### config.mk
export PLATFORM = sky130hd
export DESIGN_NAME = muldiv_unit
export DESIGN_NICKNAME = d
export VERILOG_FILES = /design/src/rtl/muldiv_unit.sv
export SDC_FILE = /design/constraint.sdc
export NUM_CORES = 1
export LEC_CHECK = 0
export BUFFER_PORTS_ARGS = -buffer_cell sky130_fd_sc_hd__buf_2
export CAP_MARGIN = 15
export CORE_UTILIZATION = 30
export DETAILED_ROUTE_END_ITERATION = 10
export PLACE_DENSITY = 0.52
export SYNTH_ARGS = -nofsm -noshare
export SYNTH_HDL_FRONTEND = slang
export SYNTH_SLANG_ARGS = --single-unit
### constraint.sdc
create_clock -name clk -period 4.3 [get_ports clk]
set_input_delay 0.215 -clock clk [delete_from_list [all_inputs] [get_ports clk]]
set_output_delay 0.215 -clock clk [all_outputs]
set_load 0.02 [all_outputs]
### src/rtl/muldiv_unit.sv
// muldiv_unit: iterative multiply/divide unit with architectural HI/LO registers.
// Define MULDIV_FAST_MUL_EN to compute MULT/MULTU in a single cycle with one multiplier.
// state | meaning
// IDLE  | waiting for start; MTHI/MTLO write here
// RUN   | one product/quotient bit per edge
// FIX   | sign correction and HI/LO write-back
module muldiv_unit #(
    parameter int WIDTH = 32
) (
    input  logic             clk,
    input  logic             reset,
    input  logic             start,
    input  logic             cancel,
    input  logic [2:0]       op,
    input  logic [WIDTH-1:0] a,
    input  logic [WIDTH-1:0] b,
    output logic             busy,
    output logic             done,
    output logic [WIDTH-1:0] hi,
    output logic [WIDTH-1:0] lo
);
    localparam int CW = $clog2(WIDTH) + 1;
    localparam logic [WIDTH-1:0]   ONE_W  = WIDTH'(1);
    localparam logic [2*WIDTH-1:0] ONE_2W = (2*WIDTH)'(1);

    typedef enum logic [1:0] {S_IDLE, S_RUN, S_FIX} state_t;

    state_t               state_q, state_d;
    logic [CW-1:0]        cnt_q, cnt_d;
    logic [2*WIDTH-1:0]   acc_q, acc_d;
    logic [WIDTH:0]       rem_q, rem_d;
    logic [WIDTH-1:0]     opb_q, opb_d;
    logic                 is_mul_q, is_mul_d;
    logic                 sign_a_q, sign_a_d;
    logic                 sign_b_q, sign_b_d;
    logic                 div_zero_q, div_zero_d;
    logic [WIDTH-1:0]     hi_q, hi_d;
    logic [WIDTH-1:0]     lo_q, lo_d;
    logic                 done_q, done_d;

    logic                 signed_op, mul_op, a_neg, b_neg;
    logic [WIDTH-1:0]     a_mag, b_mag;
    logic [WIDTH:0]       mul_sum;
    logic [WIDTH+1:0]     div_shift, div_diff;
    logic [2*WIDTH-1:0]   prod_fix;
    logic [WIDTH-1:0]     quot_fix, rem_fix;

    assign signed_op = ~op[0];
    assign mul_op    = ~op[1];
    assign a_neg     = signed_op & a[WIDTH-1];
    assign b_neg     = signed_op & b[WIDTH-1];
    assign a_mag     = a_neg ? (~a + ONE_W) : a;
    assign b_mag     = b_neg ? (~b + ONE_W) : b;

    assign mul_sum   = {1'b0, acc_q[2*WIDTH-1:WIDTH]} + {1'b0, opb_q};
    // The partial remainder never exceeds the divisor, so its top bit only
    // carries the borrow of the trial subtraction.
    assign div_shift = {rem_q, acc_q[WIDTH-1]};
    assign div_diff  = div_shift - {2'b00, opb_q};

    assign prod_fix  = (sign_a_q ^ sign_b_q) ? (~acc_q + ONE_2W) : acc_q;
    assign quot_fix  = div_zero_q ? '1 :
                       (sign_a_q ^ sign_b_q) ? (~acc_q[WIDTH-1:0] + ONE_W) : acc_q[WIDTH-1:0];
    // Negating |a| restores the original dividend on a divide by zero.
    assign rem_fix   = sign_a_q ? (~rem_q[WIDTH-1:0] + ONE_W) : rem_q[WIDTH-1:0];

`ifdef MULDIV_FAST_MUL_EN
    logic [2*WIDTH-1:0] fast_a, fast_b, fast_prod;
    assign fast_a    = {{WIDTH{a_neg}}, a};
    assign fast_b    = {{WIDTH{b_neg}}, b};
    assign fast_prod = fast_a * fast_b;
`endif

    always_comb begin
        state_d    = state_q;
        cnt_d      = cnt_q;
        acc_d      = acc_q;
        rem_d      = rem_q;
        opb_d      = opb_q;
        is_mul_d   = is_mul_q;
        sign_a_d   = sign_a_q;
        sign_b_d   = sign_b_q;
        div_zero_d = div_zero_q;
        hi_d       = hi_q;
        lo_d       = lo_q;
        done_d     = 1'b0;

        case (state_q)
            S_IDLE: begin
                if (start && !cancel) begin
                    if (!op[2]) begin
                        is_mul_d   = mul_op;
                        sign_a_d   = a_neg;
                        sign_b_d   = b_neg;
                        div_zero_d = (b == '0);
                        rem_d      = '0;
                        cnt_d      = CW'(WIDTH);
                        state_d    = S_RUN;
                        if (mul_op) begin
                            acc_d = {{WIDTH{1'b0}}, b_mag};
                            opb_d = a_mag;
                        end else begin
                            acc_d = {{WIDTH{1'b0}}, a_mag};
                            opb_d = b_mag;
                        end
`ifdef MULDIV_FAST_MUL_EN
                        if (mul_op) begin
                            hi_d    = fast_prod[2*WIDTH-1:WIDTH];
                            lo_d    = fast_prod[WIDTH-1:0];
                            done_d  = 1'b1;
                            cnt_d   = '0;
                            state_d = S_IDLE;
                        end
`endif
                    end else if (op == 3'b100) begin
                        hi_d = a;
                    end else if (op == 3'b101) begin
                        lo_d = a;
                    end
                end
            end
            S_RUN: begin
                if (cancel) begin
                    cnt_d   = '0;
                    state_d = S_IDLE;
                end else begin
                    if (is_mul_q) begin
                        acc_d = acc_q[0] ? {mul_sum, acc_q[WIDTH-1:1]}
                                         : {1'b0, acc_q[2*WIDTH-1:1]};
                    end else if (!div_diff[WIDTH+1]) begin
                        rem_d = div_diff[WIDTH:0];
                        acc_d = {acc_q[2*WIDTH-1:WIDTH], acc_q[WIDTH-2:0], 1'b1};
                    end else begin
                        rem_d = div_shift[WIDTH:0];
                        acc_d = {acc_q[2*WIDTH-1:WIDTH], acc_q[WIDTH-2:0], 1'b0};
                    end
                    cnt_d = cnt_q - CW'(1);
                    if (cnt_q == CW'(1)) state_d = S_FIX;
                end
            end
            S_FIX: begin
                state_d = S_IDLE;
                if (!cancel) begin
                    done_d = 1'b1;
                    if (is_mul_q) begin
                        hi_d = prod_fix[2*WIDTH-1:WIDTH];
                        lo_d = prod_fix[WIDTH-1:0];
                    end else begin
                        hi_d = rem_fix;
                        lo_d = quot_fix;
                    end
                end
            end
            default: state_d = S_IDLE;
        endcase
    end

    always_ff @(posedge clk or negedge reset) begin
        if (!reset) begin
            state_q    <= S_IDLE;
            cnt_q      <= '0;
            acc_q      <= '0;
            rem_q      <= '0;
            opb_q      <= '0;
            is_mul_q   <= 1'b0;
            sign_a_q   <= 1'b0;
            sign_b_q   <= 1'b0;
            div_zero_q <= 1'b0;
            hi_q       <= '0;
            lo_q       <= '0;
            done_q     <= 1'b0;
        end else begin
            state_q    <= state_d;
            cnt_q      <= cnt_d;
            acc_q      <= acc_d;
            rem_q      <= rem_d;
            opb_q      <= opb_d;
            is_mul_q   <= is_mul_d;
            sign_a_q   <= sign_a_d;
            sign_b_q   <= sign_b_d;
            div_zero_q <= div_zero_d;
            hi_q       <= hi_d;
            lo_q       <= lo_d;
            done_q     <= done_d;
        end
    end

    assign busy = (state_q != S_IDLE);
    assign done = done_q;
    assign hi   = hi_q;
    assign lo   = lo_q;
endmodule

==> impl_metrics.env, run 1 <==
export IMPL_final_cell_count_no_fill=2956
export IMPL_vias=16349
export IMPL_synth_edf_count=0
export IMPL_drt_met1_wl_um=30150
export IMPL_grt_first_pass_wirelength_um=95230
export IMPL_ys_seq_area_frac=0.3084
export IMPL_wl_per_cell_um=21.17
export IMPL_setup_tns_ps=0
export IMPL_ys_types=80
export IMPL_worstReg2RegStart="acc_q[31]"
export IMPL_synth_seq_cells=206
export IMPL_fillers=5824
export IMPL_worst_path_max_fanout=6
export IMPL_r2r_setup_slack_ps=400
export IMPL_cts_root_buf="clkbuf_16"
export IMPL_irDropWorstVdd_uv=370.7
export IMPL_yosysTopAreaCell="dfrtp_1"
export IMPL_arrival_ps=4380
export IMPL_die_area_um2=56670
export IMPL_async_reset_ff_frac=1.000
export IMPL_die_w_um=238.1
export IMPL_synth_top_area_frac=0.3084
export IMPL_dp_hpwl_um=47470
export IMPL_crit_path_end_kind="flip-flop"
export IMPL_numPortBuffers=136
export IMPL_postRouteAntennaNets=0
export IMPL_dp_cells=2903
export IMPL_setup_ws_ps=404.7
export IMPL_synth_nets=2253
export IMPL_path_clk_slew_ps=60
export IMPL_cts_buffers=27
export IMPL_fmax_ghz=0.2567
export IMPL_reg2reg_to="rem_q[32]"
export IMPL_skew_ps=9.446
export IMPL_met2WireLength_um=27200
export IMPL_avgSynthCellArea_um2=7.922
export IMPL_mostFrequentLayoutCell="nand2_1"
export IMPL_synth_flop_cell="dfrtp_1"
export IMPL_cts_max_path_buffers=3
export IMPL_hold_path_class="input port to flip-flop"
export IMPL_io_pins=137
export IMPL_cp_data_required_time_ps=4790
export IMPL_top_layer="met5"
export IMPL_drc=0
export IMPL_core_area_um2=55090
export IMPL_first_pass_iters=5
export IMPL_yosys_warnings=0
export IMPL_min_path_cells=3
export IMPL_overflow=0
export IMPL_nets=2330
export IMPL_yosys_top_cells_area="dfrtp_1, o21ai_0, xnor2_1, a21oi_1, nand2_1"
export IMPL_cts_sinks=206
export IMPL_maxCapViolations=0
export IMPL_r2r_cells=13
export IMPL_antenna_found_initial=2
export IMPL_synth_cells=2110
export IMPL_fin_util=0.3500
export IMPL_cp_startpoint="acc_q[31]"
export IMPL_drv_slew=0
export IMPL_syn2layout_area_growth_pct=15.35
export IMPL_cts_tree="done"
export IMPL_h_tree_depth=1
export IMPL_totalWireLength_um=62590
export IMPL_final_cell_mix="nand2_1, o21ai_0, dfrtp_1"
export IMPL_rows=86
export IMPL_grt_pass1_vias=15413
export IMPL_p_per_area_nw_per_um2=537.1
export IMPL_cts_resized_gates=0
export IMPL_p_leak_nw=8.402
export IMPL_min_to="hi[18]"
export IMPL_grt_max_degree=103
export IMPL_status="finished clean"
export IMPL_clk_latency_ps=570
export IMPL_finalSetupViolCount=0
export IMPL_vias_per_cell=5.531
export IMPL_place_congestion=0.8865
export IMPL_holdCritStartpoint="a[18]"
export IMPL_min_period_ps=3895
export IMPL_start_util=0.3034
export IMPL_finalHoldViolCount=0
export IMPL_slew_limit_headroom=0.1668
export IMPL_final_layout_size_suffix_gt1_frac=0.1219
export IMPL_pre_cts_ws_ps=499.1
export IMPL_worst_pin_slew_ps=1245
export IMPL_rsz0062_at_grt="no"
export IMPL_critical_path_startpoint_type="flip-flop"
export IMPL_period_share=0.9059
export IMPL_dieHeight_um=238.1
export IMPL_drt_iter0_drc=1333
export IMPL_netlist_area_um2=16720
export IMPL_gr_usage_all_layers=0.2171
export IMPL_met3_length_um=3143
export IMPL_path_class="flip-flop to flip-flop"
==> per-layer routing <==
metal	GRT usage	up-vias
li1	-	7807
met3	0.02429	103
met2	0.3306	476
met4	0.06935	2
met5	0	-
met1	0.3182	7961
==> synth_stat cells (23+ instances only) <==
| master | n |
|---|---|
| nand3_1 | 23 |
| o22ai_1 | 33 |
| inv_1 | 66 |
| mux2i_1 | 66 |
| nor2_1 | 175 |
| o21ai_1 | 47 |
| clkbuf_1 | 106 |
| xor2_1 | 86 |
| o21ai_0 | 210 |
| o31ai_1 | 37 |
| nand2_1 | 246 |
| nor3_1 | 36 |
| a21o_1 | 27 |
| ha_1 | 70 |
| dfrtp_1 | 206 |
| xnor2_1 | 113 |
| a21oi_1 | 194 |
| a211oi_1 | 30 |
==> power by group <==
part           internal [mW]  switching (mW)
combinational           1.75            2.75
clock                   1.69           0.980
sequential              2.44           0.750
total                   5.88            4.48
==> metrics by stage <==
step           cell area, µm²  power, mW  hold slack (ps)
6_report                19280      10.36            11.91
5_1_grt                 19280      11.00            15.15
4_1_cts                 19280      10.35            4.078
3_5_place_dp            18230      7.637            348.9
3_3_place_gp            18230      7.615            344.0
2_1_floorplan           16720      6.178           -80.59
==> area by class of cell <==
cell class / count / area, µm² / share of cell area
Multi-Input combinational cell: 1704 / 10870 / 0.5635
Sequential cell: 206 / 5159 / 0.2675
Timing Repair Buffer: 180 / 1041 / 0.05399
Tap cell: 748 / 935.9 / 0.04854
Clock buffer: 33 / 738.2 / 0.03828
Clock inverter: 16 / 285.3 / 0.01479
Inverter: 68 / 255.2 / 0.01324
Antenna cell: 1 / 2.502 / 0.0001298
==> cell families (layout without fill, tap and decap cells) <==
family	count (synthesis)	count (layout)	synth area share
adder cells (fa/ha/maj)	72	72	0.05479
buffers and inverters	200	297	0.04596
flip-flops	206	206	0.3084
XOR/XNOR	199	199	0.1043
multiplexers	71	71	0.04289
other	0	1	0
AND/OR/NAND/NOR	627	627	0.1757
AO/OA/AOI/OAI	735	735	0.2680
==> critical path: stages (launching register included) <==
cell       delay, ps
dfrtp_1          450
inv_1            110
ha_1             200
inv_1             70
fa_1             420
a211oi_1         220
o21ai_0          240
o21ai_0          420
a2111oi_0        260
o31ai_1          470
a21oi_1          200
o311ai_0         510
nand3_1          130
o211ai_1         100
==> how the worst max path moves through the flow <==
stage               slack (ps)  cells past startpoint   endpoint
global placement           560                     13  rem_q[32]
finish                     400                     13  rem_q[32]
floorplan                 1150                     12  rem_q[30]
global route                60                     13  rem_q[32]
CTS                        470                      9   rem_q[0]
detailed placement         500                      9   rem_q[0]
==> sequential cells by signal, summed over array words and instances (netlist names) <==
signal / cells
state_q: 2
lo: 32
done: 1
opb_q: 32
rem_q: 33
sign_b_q: 1
is_mul_q: 1
hi: 32
acc_q: 64
cnt_q: 6
sign_a_q: 1
div_zero_q: 1
==> timing repair <==
item,4_1_cts,5_1_grt
hold buffers,3,0
buffers inserted,0,0
endpoints found under the hold margin,101,0
No activity file was read; power rests on OpenSTA's default activity.
==> run 2: changes to the inputs <==
--- a/config.mk
+++ b/config.mk
@@ -9,7 +9,8 @@
 export CAP_MARGIN = 15
 export CORE_UTILIZATION = 30
 export DETAILED_ROUTE_END_ITERATION = 10
-export PLACE_DENSITY = 0.52
+export PLACE_DENSITY = 0.53
+export SETUP_SLACK_MARGIN = 0.15
 export SYNTH_ARGS = -nofsm -noshare
 export SYNTH_HDL_FRONTEND = slang
 export SYNTH_SLANG_ARGS = --single-unit
==> constraint.sdc (replaced) <==
create_clock -name clk -period 3.5 [get_ports clk]
set_input_delay 0.175 -clock clk [delete_from_list [all_inputs] [get_ports clk]]
set_output_delay 0.175 -clock clk [all_outputs]
set_load 0.02 [all_outputs]
==> run 2 against run 1 <==
  * Clock-buffer cell count is 2 higher
  * Final cell count is 2.6% higher
  * Non-clock buffer count is 81 higher
  * Critical path type unchanged
==> impl_metrics.env, run 2 (synthesized netlist as in run 1, its figures left out) <==
export IMPL_status="finished clean"
export IMPL_vias_per_cell=5.524
export IMPL_drv_slew=0
export IMPL_final_cell_mix="nand2_1, o21ai_0, dfrtp_1"
export IMPL_cts_buffers=25
export IMPL_min_period_ps=3229
export IMPL_dieHeight_um=238.1
export IMPL_cts_sinks=206
export IMPL_critical_path_startpoint_type="flip-flop"
export IMPL_arrival_ps=3720
export IMPL_cts_max_path_buffers=3
export IMPL_antenna_found_initial=2
export IMPL_maxCapViolations=0
export IMPL_worst_pin_slew_ps=992.5
export IMPL_fillers=5836
export IMPL_cp_slowest_cell="dfrtp_1"
export IMPL_path_clk_slew_ps=60
export IMPL_dpl_instance_area_um2=18720
export IMPL_grt_first_pass_wirelength_um=96190
export IMPL_finalHoldViolCount=0
export IMPL_min_path_cells=3
export IMPL_p_per_area_nw_per_um2=629.2
export IMPL_rsz0062_at_grt="yes"
export IMPL_overflow=0
export IMPL_clk_latency_ps=560
export IMPL_reg_top3="acc_q (64), rem_q (33)"
export IMPL_worst_path_buf_inv=2
export IMPL_path_common_cell="buf_4"
export IMPL_finalSetupViolCount=0
export IMPL_postRouteAntennaNets=0
export IMPL_nets=2409
export IMPL_die_area_um2=56670
export IMPL_crit_path_end_kind="flip-flop"
export IMPL_cts_root_buf="clkbuf_16"
export IMPL_totalWireLength_um=63980
export IMPL_dp_hpwl_um=48750
export IMPL_r2r_cells=12
export IMPL_worst_path_largest_cell_delay_ps=450
export IMPL_place_congestion=0.9497
export IMPL_first_pass_iters=5
export IMPL_drc=0
export IMPL_fmax_ghz=0.3097
export IMPL_antenna_cells=0
export IMPL_final_area_um2=19940
export IMPL_crit_family="compound AO/OA/AOI/OAI gates"
export IMPL_gr_usage_all_layers=0.2190
export IMPL_irDropWorstVdd_uv=303.5
export IMPL_start_util=0.3034
export IMPL_skew_ps=22.95
export IMPL_die_w_um=238.1
export IMPL_largest_register="acc_q"
export IMPL_cts_tree="done"
export IMPL_mostFrequentLayoutCell="nand2_1"
export IMPL_core_area_um2=55090
export IMPL_path_class="flip-flop to flip-flop"
export IMPL_drt_iter0_drc=1407
export IMPL_wl_per_cell_um=21.10
export IMPL_crit_path_cell_trace="ha_1 > o211ai_1 > a21oi_1 > o31a_1 > a21oi_2 > o41ai_4 > or3_4 > buf_4 > nand2_1 > buf_4 > mux2i_2 > a22o_1"
export IMPL_regArea_um2=5160
export IMPL_largest_register_ffs=64
export IMPL_rows=86
export IMPL_io_pins=137
export IMPL_grt_max_degree=96
export IMPL_syn2layout_area_growth_pct=19.30
export IMPL_multi_input_area_um2=11010
export IMPL_setup_tns_ps=0
export IMPL_grt_pass1_vias=15619
export IMPL_fin_util=0.3620
export IMPL_final_layout_size_suffix_gt1_frac=0.1572
export IMPL_period_share=0.9224
export IMPL_slew_limit_headroom=0.3358
export IMPL_worst_path_max_fanout=5
export IMPL_hold_path_class="input port to flip-flop"
export IMPL_numPortBuffers=136
export IMPL_cp_data_required_time_ps=3990
export IMPL_h_tree_depth=1
export IMPL_p_leak_nw=8.758
export IMPL_crit_cells=12
export IMPL_vias=16749
-- run 2: cell count changes in the layout (fill, tap and decap cells not counted), sizes merged, moves of 2 or more --
cell	delta
buf	+70
dlygate4sd3	+9
bufinv	-4
clkbuf	+4
clkinv	-2
-- run 2: layout make-up --
cell class | count | share of cell area
repair buffers | 261 | 0.08684
flip-flops and latches | 206 | 0.2588
multi-input cells | 1704 | 0.5521
inverters | 68 | 0.01280
clock inverters | 10 | 0.007843
clock buffers | 35 | 0.03476
well taps | 748 | 0.04693
-- run 2: routing by layer --
layer / routed length (µm) / share of wire / GRT usage
met3: 4019 / 0.063 / 0.03147
met4: 1783 / 0.028 / 0.05730
met5: 10 / 0.00016 / 0
met2: 28020 / 0.44 / 0.3377
met1: 30150 / 0.47 / 0.3179
-- run 2: power breakdown --
part           internal (mW)  switching, mW  total (mW)
Sequential              2.99          0.768        3.76
Combinational           2.36           3.63        5.99
Clock                   1.67           1.13        2.80
Total                   7.03           5.52        12.5
-- run 2: stage by stage --
| step | power (mW) | std cells | worst slack (ps) | hold slack [ps] |
|---|---|---|---|---|
| 2_1_floorplan | 7.590 | 2110 | 353.3 | -120.6 |
| 3_3_place_gp | 9.543 | 2966 | 57.82 | 211.6 |
| 3_5_place_dp | 9.580 | 2966 | -22.30 | 214.3 |
| 4_1_cts | 12.45 | 3024 | 173.9 | 5.725 |
| 5_1_grt | 13.33 | 3032 | 143.0 | 35.40 |
| 6_report | 12.55 | 3032 | 271.5 | 20.90 |
-- run 2: path summary, 6_finish.rpt --
check                      startpoint        end  slack [ps]
min in group asynchronous       reset   acc_q[3]         180
max in group asynchronous       reset  rem_q[24]        2430
min                             a[31]     lo[31]          20
max reg2reg                  rem_q[1]   rem_q[0]         270
max                          rem_q[1]   rem_q[0]         270
min reg2reg                    lo[11]     lo[11]         480
-- run 2: timing repair --
action / CTS / global route
endpoints found under the hold margin: 85 / 0
pin swaps: 1 / 9
cloned: 0 / 2
gates resized for setup: 3 / 34
hold buffers: 12 / 0
buffers inserted: 1 / 6
setup endpoints to repair: 6 / 47
-- run 2: worst min-delay path: stages --
cell and delay, ps:
buf_2 160, o22ai_1 100, o21ai_1 110
